<file path="src/rtl/stim_gen_arqui_if.sv">
// ---------------------------------------------------------------------------
// stim_gen_arqui_if
// Bundles the streaming signals between the traffic generator and the arqui
// datapath it exercises.
//
// Signals:
//   push_main        generator -> arqui   registered push strobe, main FIFO
//   data_out         generator -> arqui   word pushed when push_main=1
//   pop              generator -> arqui   per-channel pop strobes (D FIFOs)
//   fifo_pause_main  arqui -> generator   main FIFO backpressure
//   fifo_empty       arqui -> generator   per-channel D FIFO empty flags
//   error_in         arqui -> generator   error flags, any bit set freezes
//
// Modports:
//   master  the generator side (drives push/data/pop)
//   slave   the datapath side (drives pause/empty/error)
// ---------------------------------------------------------------------------
interface stim_gen_arqui_if #(
  parameter int DATA_W = 6,
  parameter int NUM_CH = 2,
  parameter int ERR_W  = 5
);

  logic              push_main;
  logic [DATA_W-1:0] data_out;
  logic [NUM_CH-1:0] pop;
  logic              fifo_pause_main;
  logic [NUM_CH-1:0] fifo_empty;
  logic [ERR_W-1:0]  error_in;

  modport master (
    output push_main,
    output data_out,
    output pop,
    input  fifo_pause_main,
    input  fifo_empty,
    input  error_in
  );

  modport slave (
    input  push_main,
    input  data_out,
    input  pop,
    output fifo_pause_main,
    output fifo_empty,
    output error_in
  );

endinterface

</file>
<file path="src/rtl/stim_gen_arqui.sv">
// ---------------------------------------------------------------------------
// stim_gen_arqui
// Traffic generator and drain engine for the arqui datapath. A start pulse
// latches the run configuration, programs the FIFO thresholds, pulses init,
// waits CFG_WAIT cycles and then pushes num_bursts bursts of incrementing
// words into the main FIFO, separated by gap_len idle cycles. Every non-empty
// output channel is popped in parallel, and push/pop totals are kept so the
// two sides of the datapath can be compared.
//
// Ports:
//   clk, reset_L        clock (rising edge) and synchronous active-low reset
//   start               begin a sequence (honoured in IDLE or DONE only)
//   burst_len           words per burst
//   num_bursts          number of bursts
//   gap_len             idle cycles between bursts
//   seed, seed_step     first word of burst 0 / per-burst start increment
//   drain_en            allows popping of the output channels
//   bus                 master side of stim_gen_arqui_if (push/data/pop out,
//                       pause/empty/error in)
//   init                one-cycle pulse while configuring
//   afMF..aeDF          almost-full / almost-empty thresholds
//   busy, done          sequence in progress / sequence finished
//   push_count          words pushed since the last start (saturating)
//   pop_count           pops issued since the last start (saturating)
// ---------------------------------------------------------------------------
module stim_gen_arqui #(
  parameter int DATA_W   = 6,
  parameter int NUM_CH   = 2,
  parameter int CNT_W    = 8,
  parameter int BURST_W  = 4,
  parameter int ERR_W    = 5,
  parameter int CFG_WAIT = 2,
  parameter int MF_W     = 2,
  parameter int VC_W     = 4,
  parameter int DF_W     = 2,
  parameter int AF_MF    = 3,
  parameter int AE_MF    = 1,
  parameter int AF_VC    = 14,
  parameter int AE_VC    = 2,
  parameter int AF_DF    = 3,
  parameter int AE_DF    = 1
) (
  input  logic                     clk,
  input  logic                     reset_L,
  input  logic                     start,
  input  logic [CNT_W-1:0]         burst_len,
  input  logic [BURST_W-1:0]       num_bursts,
  input  logic [CNT_W-1:0]         gap_len,
  input  logic [DATA_W-1:0]        seed,
  input  logic [DATA_W-1:0]        seed_step,
  input  logic                     drain_en,
  stim_gen_arqui_if.master         bus,
  output logic                     init,
  output logic [MF_W-1:0]          afMF,
  output logic [MF_W-1:0]          aeMF,
  output logic [VC_W-1:0]          afVC,
  output logic [VC_W-1:0]          aeVC,
  output logic [DF_W-1:0]          afDF,
  output logic [DF_W-1:0]          aeDF,
  output logic                     busy,
  output logic                     done,
  output logic [CNT_W+BURST_W-1:0] push_count,
  output logic [CNT_W+BURST_W-1:0] pop_count
);

  localparam int CW = CNT_W + BURST_W;

  // WAIT lasts CFG_WAIT cycles; a value below 1 still costs one cycle.
  localparam logic [CNT_W-1:0]   WAIT_LAST = CNT_W'((CFG_WAIT > 1) ? CFG_WAIT - 1 : 0);
  localparam logic [CNT_W-1:0]   ONE_CNT   = CNT_W'(1);
  localparam logic [CNT_W:0]     ONE_CNTX  = (CNT_W + 1)'(1);
  localparam logic [BURST_W:0]   ONE_BX    = (BURST_W + 1)'(1);
  localparam logic [DATA_W-1:0]  ONE_D     = DATA_W'(1);
  localparam logic [CW-1:0]      ONE_W     = CW'(1);

  typedef enum logic [2:0] {
    S_IDLE,
    S_CFG,
    S_WAIT,
    S_RUN,
    S_GAP,
    S_DONE
  } state_t;

  state_t              state_q, state_d;
  logic [CNT_W-1:0]    burstLen_q, burstLen_d;
  logic [BURST_W-1:0]  numBursts_q, numBursts_d;
  logic [CNT_W-1:0]    gapLen_q, gapLen_d;
  logic [DATA_W-1:0]   seed_q, seed_d;
  logic [DATA_W-1:0]   step_q, step_d;
  logic [DATA_W-1:0]   base_q, base_d;
  logic [DATA_W-1:0]   cur_q, cur_d;
  logic [BURST_W-1:0]  k_q, k_d;
  logic [CNT_W-1:0]    sent_q, sent_d;
  logic [CNT_W-1:0]    gapCnt_q, gapCnt_d;
  logic [CNT_W-1:0]    waitCnt_q, waitCnt_d;
  logic                pushMain_q, pushMain_d;
  logic [DATA_W-1:0]   dataOut_q, dataOut_d;
  logic                init_q, init_d;
  logic [MF_W-1:0]     afMF_q, afMF_d, aeMF_q, aeMF_d;
  logic [VC_W-1:0]     afVC_q, afVC_d, aeVC_q, aeVC_d;
  logic [DF_W-1:0]     afDF_q, afDF_d, aeDF_q, aeDF_d;
  logic [CW-1:0]       pushCount_q, pushCount_d;
  logic [CW-1:0]       popCount_q, popCount_d;

  logic [NUM_CH-1:0]   popVec;
  logic [CW:0]         popSum;
  logic                errActive;
  logic                drainPhase;

  logic [CNT_W:0]      sentNext;
  logic [CNT_W:0]      gapNext;
  logic [BURST_W:0]    kNext;
  logic                lastWord;
  logic                gapOver;
  logic                moreBursts;

  // One-bit-wider sums so the comparisons cannot be fooled by wrap-around.
  assign sentNext   = {1'b0, sent_q} + ONE_CNTX;
  assign gapNext    = {1'b0, gapCnt_q} + ONE_CNTX;
  assign kNext      = {1'b0, k_q} + ONE_BX;
  assign lastWord   = sentNext >= {1'b0, burstLen_q};
  assign gapOver    = gapNext >= {1'b0, gapLen_q};
  assign moreBursts = kNext < {1'b0, numBursts_q};

  // State and datapath registers. Reset is sampled on the clock edge, so a
  // reset edge in the middle of a burst wins over the push of that edge.
  always_ff @(posedge clk) begin
    if (!reset_L) begin
      state_q     <= S_IDLE;
      burstLen_q  <= '0;
      numBursts_q <= '0;
      gapLen_q    <= '0;
      seed_q      <= '0;
      step_q      <= '0;
      base_q      <= '0;
      cur_q       <= '0;
      k_q         <= '0;
      sent_q      <= '0;
      gapCnt_q    <= '0;
      waitCnt_q   <= '0;
      pushMain_q  <= 1'b0;
      dataOut_q   <= '0;
      init_q      <= 1'b0;
      afMF_q      <= '0;
      aeMF_q      <= '0;
      afVC_q      <= '0;
      aeVC_q      <= '0;
      afDF_q      <= '0;
      aeDF_q      <= '0;
      pushCount_q <= '0;
      popCount_q  <= '0;
    end else begin
      state_q     <= state_d;
      burstLen_q  <= burstLen_d;
      numBursts_q <= numBursts_d;
      gapLen_q    <= gapLen_d;
      seed_q      <= seed_d;
      step_q      <= step_d;
      base_q      <= base_d;
      cur_q       <= cur_d;
      k_q         <= k_d;
      sent_q      <= sent_d;
      gapCnt_q    <= gapCnt_d;
      waitCnt_q   <= waitCnt_d;
      pushMain_q  <= pushMain_d;
      dataOut_q   <= dataOut_d;
      init_q      <= init_d;
      afMF_q      <= afMF_d;
      aeMF_q      <= aeMF_d;
      afVC_q      <= afVC_d;
      aeVC_q      <= aeVC_d;
      afDF_q      <= afDF_d;
      aeDF_q      <= aeDF_d;
      pushCount_q <= pushCount_d;
      popCount_q  <= popCount_d;
    end
  end

  // Next-state logic. Everything holds by default; push_main and init are
  // strobes that fall back to 0 unless this cycle asserts them. The pop
  // total accumulates in every state and is only overridden by a new start.
  always_comb begin
    state_d     = state_q;
    burstLen_d  = burstLen_q;
    numBursts_d = numBursts_q;
    gapLen_d    = gapLen_q;
    seed_d      = seed_q;
    step_d      = step_q;
    base_d      = base_q;
    cur_d       = cur_q;
    k_d         = k_q;
    sent_d      = sent_q;
    gapCnt_d    = gapCnt_q;
    waitCnt_d   = waitCnt_q;
    pushMain_d  = 1'b0;
    dataOut_d   = dataOut_q;
    init_d      = 1'b0;
    afMF_d      = afMF_q;
    aeMF_d      = aeMF_q;
    afVC_d      = afVC_q;
    aeVC_d      = aeVC_q;
    afDF_d      = afDF_q;
    aeDF_d      = aeDF_q;
    pushCount_d = pushCount_q;
    popCount_d  = popSum[CW] ? '1 : popSum[CW-1:0];

    case (state_q)
      S_IDLE, S_DONE: begin
        if (start) begin
          burstLen_d  = burst_len;
          numBursts_d = num_bursts;
          gapLen_d    = gap_len;
          seed_d      = seed;
          step_d      = seed_step;
          pushCount_d = '0;
          popCount_d  = '0;
          init_d      = 1'b1;
          state_d     = S_CFG;
        end
      end

      S_CFG: begin
        afMF_d    = MF_W'(AF_MF);
        aeMF_d    = MF_W'(AE_MF);
        afVC_d    = VC_W'(AF_VC);
        aeVC_d    = VC_W'(AE_VC);
        afDF_d    = DF_W'(AF_DF);
        aeDF_d    = DF_W'(AE_DF);
        waitCnt_d = '0;
        state_d   = S_WAIT;
      end

      S_WAIT: begin
        if (waitCnt_q >= WAIT_LAST) begin
          cur_d   = seed_q;
          base_d  = seed_q;
          k_d     = '0;
          sent_d  = '0;
          state_d = (numBursts_q == '0) ? S_DONE : S_RUN;
        end else begin
          waitCnt_d = waitCnt_q + ONE_CNT;
        end
      end

      // An error freezes the burst completely; an empty burst moves on
      // without pushing; pause only withholds the push.
      S_RUN: begin
        if (!errActive) begin
          if (burstLen_q == '0) begin
            gapCnt_d = '0;
            state_d  = moreBursts ? S_GAP : S_DONE;
          end else if (!bus.fifo_pause_main) begin
            pushMain_d = 1'b1;
            dataOut_d  = cur_q;
            cur_d      = cur_q + ONE_D;
            sent_d     = sentNext[CNT_W-1:0];
            if (pushCount_q != '1) begin
              pushCount_d = pushCount_q + ONE_W;
            end
            if (lastWord) begin
              gapCnt_d = '0;
              state_d  = moreBursts ? S_GAP : S_DONE;
            end
          end
        end
      end

      // GAP occupies max(gap_len,1) cycles, so push_main idles for exactly
      // gap_len cycles whenever gap_len is non-zero.
      S_GAP: begin
        if (gapOver) begin
          k_d     = kNext[BURST_W-1:0];
          base_d  = base_q + step_q;
          cur_d   = base_q + step_q;
          sent_d  = '0;
          state_d = S_RUN;
        end else begin
          gapCnt_d = gapNext[CNT_W-1:0];
        end
      end

      default: state_d = S_IDLE;
    endcase
  end

  // Output decode. Pops are combinational so the drain reacts in the same
  // cycle the channel reports data; popSum feeds the saturating pop total.
  always_comb begin
    errActive  = |bus.error_in;
    drainPhase = (state_q != S_IDLE) && (state_q != S_CFG);
    popVec     = '0;
    if (drainPhase && drain_en && !errActive) begin
      popVec = ~bus.fifo_empty;
    end
    popSum = {1'b0, popCount_q};
    for (int i = 0; i < NUM_CH; i++) begin
      popSum = popSum + {{CW{1'b0}}, popVec[i]};
    end
    busy = (state_q == S_CFG) || (state_q == S_WAIT) ||
           (state_q == S_RUN) || (state_q == S_GAP);
    done = (state_q == S_DONE);
  end

  assign bus.push_main = pushMain_q;
  assign bus.data_out  = dataOut_q;
  assign bus.pop       = popVec;
  assign init          = init_q;
  assign afMF          = afMF_q;
  assign aeMF          = aeMF_q;
  assign afVC          = afVC_q;
  assign aeVC          = aeVC_q;
  assign afDF          = afDF_q;
  assign aeDF          = aeDF_q;
  assign push_count    = pushCount_q;
  assign pop_count     = popCount_q;

endmodule

</file>
<file path="src/flat_wrapper.sv">
// flat-port wrapper written by rule: the top's interface ports become plain ports
module stim_gen_arqui_flat 
#(
  parameter int DATA_W   = 6,
  parameter int NUM_CH   = 2,
  parameter int CNT_W    = 8,
  parameter int BURST_W  = 4,
  parameter int ERR_W    = 5,
  parameter int CFG_WAIT = 2,
  parameter int MF_W     = 2,
  parameter int VC_W     = 4,
  parameter int DF_W     = 2,
  parameter int AF_MF    = 3,
  parameter int AE_MF    = 1,
  parameter int AF_VC    = 14,
  parameter int AE_VC    = 2,
  parameter int AF_DF    = 3,
  parameter int AE_DF    = 1
)
  (clk, reset_L, start, burst_len, num_bursts, gap_len, seed, seed_step, drain_en, init, afMF, aeMF, afVC, aeVC, afDF, aeDF, busy, done, push_count, pop_count, bus_push_main, bus_data_out, bus_pop, bus_fifo_pause_main, bus_fifo_empty, bus_error_in);
  stim_gen_arqui_if #(.DATA_W(DATA_W), .NUM_CH(NUM_CH), .ERR_W(ERR_W)) bus_i ();
  input  logic clk;
  input  logic reset_L;
  input  logic start;
  input  logic [CNT_W-1:0] burst_len;
  input  logic [BURST_W-1:0] num_bursts;
  input  logic [CNT_W-1:0] gap_len;
  input  logic [DATA_W-1:0] seed;
  input  logic [DATA_W-1:0] seed_step;
  input  logic drain_en;
  output logic init;
  output logic [MF_W-1:0] afMF;
  output logic [MF_W-1:0] aeMF;
  output logic [VC_W-1:0] afVC;
  output logic [VC_W-1:0] aeVC;
  output logic [DF_W-1:0] afDF;
  output logic [DF_W-1:0] aeDF;
  output logic busy;
  output logic done;
  output logic [CNT_W+BURST_W-1:0] push_count;
  output logic [CNT_W+BURST_W-1:0] pop_count;
  output wire logic [$bits(bus_i.push_main)-1:0] bus_push_main;
  output wire logic [$bits(bus_i.data_out)-1:0] bus_data_out;
  output wire logic [$bits(bus_i.pop)-1:0] bus_pop;
  input wire logic [$bits(bus_i.fifo_pause_main)-1:0] bus_fifo_pause_main;
  input wire logic [$bits(bus_i.fifo_empty)-1:0] bus_fifo_empty;
  input wire logic [$bits(bus_i.error_in)-1:0] bus_error_in;
  assign bus_push_main = bus_i.push_main;
  assign bus_data_out = bus_i.data_out;
  assign bus_pop = bus_i.pop;
  assign bus_i.fifo_pause_main = bus_fifo_pause_main;
  assign bus_i.fifo_empty = bus_fifo_empty;
  assign bus_i.error_in = bus_error_in;
  stim_gen_arqui #(.DATA_W(DATA_W), .NUM_CH(NUM_CH), .CNT_W(CNT_W), .BURST_W(BURST_W), .ERR_W(ERR_W), .CFG_WAIT(CFG_WAIT), .MF_W(MF_W), .VC_W(VC_W), .DF_W(DF_W), .AF_MF(AF_MF), .AE_MF(AE_MF), .AF_VC(AF_VC), .AE_VC(AE_VC), .AF_DF(AF_DF), .AE_DF(AE_DF)) u_core (.clk(clk), .reset_L(reset_L), .start(start), .burst_len(burst_len), .num_bursts(num_bursts), .gap_len(gap_len), .seed(seed), .seed_step(seed_step), .drain_en(drain_en), .bus(bus_i), .init(init), .afMF(afMF), .aeMF(aeMF), .afVC(afVC), .aeVC(aeVC), .afDF(afDF), .aeDF(aeDF), .busy(busy), .done(done), .push_count(push_count), .pop_count(pop_count));
endmodule
</file>
<file path="config.mk">
export PLATFORM = sky130hd
export DESIGN_NAME = stim_gen_arqui_flat
export DESIGN_NICKNAME = d
export VERILOG_FILES = /design/src/rtl/stim_gen_arqui_if.sv /design/src/rtl/stim_gen_arqui.sv /design/src/flat_wrapper.sv
export SDC_FILE = /design/constraint.sdc
export NUM_CORES = 1
export LEC_CHECK = 0
export ABC_AREA = 0
export CAP_MARGIN = 15
export CORE_ASPECT_RATIO = 0.9
export CORE_MARGIN = 3
export CORE_UTILIZATION = 25
export CTS_CLUSTER_SIZE = 12
export DETAILED_ROUTE_END_ITERATION = 6
export SYNTH_ARGS = -nofsm -noshare
export SYNTH_HDL_FRONTEND = slang
export SYNTH_SLANG_ARGS = --single-unit
</file>
<file path="constraint.sdc">
create_clock -name clk -period 4.2 [get_ports clk]
set_input_delay 0.84 -clock clk [delete_from_list [all_inputs] [get_ports clk]]
set_output_delay 0.84 -clock clk [all_outputs]
set_load 0.01 [all_outputs]
</file>
---- Word level (Yosys, flattened, before mapping) ----
Cells that the tools add are included.
cells by class
  add/sub/neg operators ................... 9
  magnitude comparators ................... 4
  equality and inequality tests ........... 18
  multiplexer cells ....................... 46
  bitwise logic cells ..................... 6
  reduce and logical (&&, ||, !) cells .... 28
operators with widths
  cell                                                               number
  2-to-1 mux 12 bit                                                  8
  2-to-1 mux 8 bit                                                   11
  case mux 8 bit (2 select lines)                                    2
  2-to-1 mux 6 bit                                                   5
  2-to-1 mux 3 bit                                                   8
  case mux 12 bit (2 select lines)                                   1
  case mux 8 bit (3 select lines)                                    1
  adder 8 x 1 -> 9 bit, second input constant                        2
  greater-or-equal comparator 9 x 8 -> 1 bit                         2
  case mux 6 bit (3 select lines)                                    1
  AND reduction 6 bit                                                3
  case mux 3 bit (5 select lines)                                    1
  adder 12 x 1 -> 13 bit                                             1
  adder 13 x 1 -> 13 bit                                             1
  adder 12 x 1 -> 12 bit, second input constant                      1
  inequality test 12 bit, second input constant                      1
  inequality test 2 bit, second input constant                       6
  case mux 6 bit (2 select lines)                                    1
  adder 8 x 1 -> 8 bit, second input constant                        1
  greater-or-equal comparator 8 x 1 -> 1 bit, second input constant  1
  zero test 8 bit                                                    1
  2-to-1 mux 4 bit                                                   2
  case mux 4 bit (2 select lines)                                    1
  nonzero test 2 bit                                                 4
  other kinds (27)                                                   45
storage, ports and cells
  flip-flop bits (word level) ............. 110
  input bits .............................. 44
  output and inout bits ................... 52
  logic and storage cells ................. 131

---- Depth between registers and ports, before layout ----
  depth after elaboration ................. 10
  gate-level depth with buffers ........... 14

---- Worst setup path after synthesis ----
OpenSTA, ideal clock, no wires.
  path type ............................... in2reg
  start ................................... input bus_error_in[1]
  end ..................................... register u_core.popCount_q[0] (netlist: u_core.pop_count[0])
  setup time .............................. 0.073 ns
  arrival time ............................ 3.257 ns
  data required time ...................... 4.127 ns
  setup slack ............................. 0.869 ns
  stages on the path ...................... 11
  path buffers ............................ 1
  cells stage by stage .................... nor4_4 > o2111ai_1 > or2_2 > fa_1 > inv_1 > ha_1 > and3_1 > and3_1 > clkbuf_1 > nand4_1 > a21oi_1
on the way
  longest elaborated chain between the ends .. 9
RTL lines
  element                     line                   text
  from (decl)                 flat_wrapper.sv:47     input wire logic [$bits(bus_i.error_in)-1:0] bus_error_in;
  OR reduction 5 bit (*)      stim_gen_arqui.sv:290  errActive = |bus.error_in;
  zero test 1 bit (*)         n/a
  logical AND 1 bit (*)       stim_gen_arqui.sv:293  if (drainPhase && drain_en && !errActive) begin
  2-to-1 mux 2 bit (*)        stim_gen_arqui.sv:293
  adder 12 x 1 -> 13 bit      stim_gen_arqui.sv:298  popSum = popSum + {{CW{1'b0}}, popVec[i]};
  adder 13 x 1 -> 13 bit (*)  stim_gen_arqui.sv:298
  2-to-1 mux 12 bit (*)       stim_gen_arqui.sv:206  popCount_d = popSum[CW] ? '1 : popSum[CW-1:0];
  2-to-1 mux 12 bit           stim_gen_arqui.sv:210  if (start) begin
  2-to-1 mux 12 bit (*)       stim_gen_arqui.sv:208  case (state_q)
  to (signal assigned)        stim_gen_arqui.sv:176  popCount_q <= popCount_d;
  to (decl)                   stim_gen_arqui.sv:104  logic [CW-1:0] popCount_q, popCount_d;
Every way passes the cells marked *; elsewhere a longest branch is shown, timed or not.
A chain may end at the register's enable or synchronous reset.

---- Final worst setup path ----
  start ................................... input bus_error_in[1]
  end ..................................... register u_core.popCount_q[9] (netlist: u_core.pop_count[9])
Same word-level chain as after synthesis.

==> Flow_metrics.wiki <==
{| class="wikitable"
! Metric !! Value
|-
| FMAX || 268 MHz
|-
| Peak-usage layer in the global routing report || met2
|-
| TritonCTS clock tree || yes
|-
| Average wire per standard cell || 12.9 um
|-
| Unrepaired setup endpoints after global routing || no
|-
| Met3 Track Usage GR || under 10%
|-
| Met1 Usage GRT || 15.9%
|-
| Hold Path Sink || u_core.bus.data_out[1]
|-
| Clock transition at the registers of the reported paths || 0.08 ns
|-
| Result of the run || completed
|-
| Number of antenna cells inserted || 0
|-
| Worst hold path type || flip-flop to flip-flop
|-
| Most frequent cells in the layout || 117 x nand2_1, 108 x dfxtp_1, 89 x clkdlybuf4s50_1
|-
| Worst reg2reg endpoint || u_core.gapCnt_q[6]
|-
| Met2 capacity usage during global routing || 17.7%
|-
| Number of CTS-inserted buffers || 9
|-
| Area Growth Syn to Fin || 24.0%
|-
| Final Hold Fails || 0
|-
| Clk_skew || 0.0129 ns
|-
| Dpl ws || 0.0722 ns
|-
| Worst Hold Launch || u_core.bus.data_out[1]
|-
| Clock Tree Root || clkbuf_16
|-
| Internal power summed over all cells || 2.14 mW
|-
| Synth warn || 0
|-
| Commonest non-fill, non-tap cell in the layout || nand2_1
|-
| Final instance count without filler cells || 1065
|-
| Vias per cell || 4.57
|-
| Critical path data arrival time || 4.01 ns
|-
| Initial cell density of the core || 26.0%
|-
| Fraction of the cycle the final worst path needs || 88.8%
|-
| Total power per unit cell area || 475 mW/mm2
|-
| Highest net fanout along the worst path || 10
|-
| Sum of routed wire length over all layers || 13.7 mm
|-
| Fraction of final layout cells with drive strength greater than 1 || 6.20%
|-
| Net switching power figure || 1.24 mW
|-
| Count of boundary I/O pins || 96
|-
| Post-synth EDFFs || 0
|-
| Port Buffer Count || 89
|-
| Peak supply drop || 0.000222 V
|-
| Top_reg_cell synth || dfxtp_1
|-
| Max Buffers Root-to-Sink || 2
|-
| Number of global-route vias before repair || around 4500
|-
| Tightest Pin Transition || 0.888 ns
|-
| Setup TNS || 0 ns
|-
| Postcts setup bufs || 0
|-
| Final max-slew violation count || 0
|-
| Time the final worst path needs with I/O delays and setup || approximately 3.7 ns
|-
| Min-Delay Path Depth || 2
|-
| Antenna Violating Nets Remaining || 0
|-
| Chip Width || roughly 170 um
|-
| Iteration-0 DRC Markers || between 200 and 300
|-
| Proportion of synthesized flip-flops having asynchronous set or reset || 0%
|-
| Part of the total power dissipated in combinational logic || between 30% and 40%
|-
| FF-to-FF Start || u_core.gapCnt_q[2]
|-
| Number of clock sinks || ~110
|-
| Global placement routability congestion || 0.791
|-
| Placeable core area || 0.0221 mm2
|-
| Area of the mapped netlist || 0.00573 mm2
|-
| Htree depth || 3
|-
| Element type at the critical path end || flip-flop
|-
| Number of antenna violations at the first check in global routing || 0
|-
| DR pass1 iterations || 4
|-
| Maximum number of pins on one net before global-route repair || 30
|-
| R2r setup slk || 0.97 ns
|-
| DPL Wire Length || 10.3 mm
|-
| Final setup fails || 0
|-
| Sw Ratio || 36.8%
|-
| Routed vias || 4863
|-
| Wire length of the first global-routing pass || 23.3 mm
|-
| Post-cts repair resize count || 0
|-
| Count of hold buffers inserted by post-cts repair || 0
|-
| Static leakage || 2.74 nW
|-
| Layout Cell Area excl Fill || 0.00711 mm2
|-
| FF-to-FF path depth || 12
|-
| Hold Worst Slack || 0.457 ns
|-
| Number of core rows || 51
|-
| Synth Area per Inst || 8.15 um2
|-
| Floorplan die height || about 150 um
|-
| Category of the worst setup path launch point || primary input
|-
| Fraction of power consumed by the clock network || 26.9%
|-
| Sequential Power Share || 38.9%
|-
| Final critical-path setup slack || ~0.47 ns
|-
| Number of remaining DRC errors || 0
|-
| All-layer global routing usage || 11.4%
|-
| Type of the setup path with the least slack || primary input to flip-flop
|-
| Register area share after synthesis || between 30 and 40%
|-
| # nets final || 848
|-
| Post-DP Area || about 0.0068 mm2
|-
| Flip-flop and latch count after synthesis || 108
|-
| Unique masters post-synth || a little over 60
|-
| Required time at the endpoint of the critical path || between 4 and 5 ns
|-
| Mapped Cells || around 700
|-
| Clock insertion delay at the later pin of the skew report || 0.36 ns
|-
| Area of the die || 0.0248 mm2
|-
| Timing startpoint of the critical path || bus_error_in[1]
|-
| Tightest slew margin relative to the limit || between 40% and 50%
|-
| Global route overflow || 0
|-
| Max capacitance violation total || 0
|-
| Cell count after placement || ~1000
|}
[cells by family (layout without fill, tap and decap cells)]
group	after synthesis	in the layout	synth area share (%)
adders and majority gates	35	35	7.90
DFF	108	108	37.7
buffers and inverters	87	152	7.29
AOI/OAI and AO/OA	151	151	15.9
muxes	11	11	2.18
other	1	6	0.0654
xor gates and xnor gates	39	39	5.96
and+or+nand+nor	272	272	23.0
[state kept, by name, indices dropped and copies added, names as in the netlist, 8 cells and up]
signal,cells
u_core.burstLen_q,8
u_core.gapCnt_q,8
u_core.gapLen_q,8
u_core.pop_count,12
u_core.push_count,12
u_core.sent_q,8
u_core.waitCnt_q,8
[cell type report]
cell class,instances,area (um2)
clock buffer,9,225
clock inverter,7,91.3
fill,2406,15000
inverter,39,146
multi-input combinational,514,3170
sequential,108,2160
tap,291,364
timing repair buffer,97,951
[through the flow]
step | util, % | power [mW]
3_5_place_dp | 30.8 | 2.50
3_3_place_gp | 30.8 | 2.50
2_1_floorplan | - | 2.17
5_1_grt | 32.2 | 3.64
4_1_cts | 32.2 | 3.43
6_report | 32.2 | 3.38
[worst max-delay path by stage]
stage                                     end  cells past startpoint  slack (ns)
after floorplan           u_core.pop_count[0]                     11        0.87
after global placement    u_core.pop_count[0]                     11        0.20
after detailed placement  u_core.pop_count[3]                     11        0.07
after CTS                 u_core.pop_count[3]                     11        0.47
after global routing      u_core.pop_count[0]                     11        0.27
final                     u_core.pop_count[9]                     11        0.47
[synthesized netlist by cell type, types with 12 or more instances]
master,n,share of area (%)
o21ai_0,23,2.0
ha_1,33,7.2
nand3_1,21,1.8
nor3_1,12,1.0
nand2_1,117,7.7
buf_4,15,2.0
a21oi_1,79,6.9
dfxtp_1,108,38
xnor2_1,23,3.5
inv_1,38,2.5
xor2_1,16,2.4
clkbuf_1,22,1.4
nor2_1,53,3.5
[power groups by stage]
stage               combinational [mW]  sequential [mW]  clock, mW
floorplan                        0.897             1.28          0
global placement                  1.16             1.34          0
detailed placement                1.17             1.34          0
CTS                               1.17             1.32      0.945
global route                      1.32             1.34      0.987
finish                            1.16             1.31      0.911
[per-layer routing]
| metal | up-vias | wire length, um |
|---|---|---|
| li1 | 2515 | - |
| met1 | 2243 | 7040 |
| met2 | 92 | 5920 |
| met3 | 13 | 578 |
| met4 | 0 | 176 |
| met5 | - | 0 |
[critical path, stage by stage]
cell and delay, ns:
clkdlybuf4s50_1 0.44, nor4_4 0.36, o2111ai_1 0.19, or2_2 0.34, fa_1 0.45, inv_1 0.07, ha_1 0.17, and3_1 0.19
and3_1 0.30, nand4_1 0.40, a21oi_1 0.26
No activity file was read; power rests on OpenSTA's default activity.
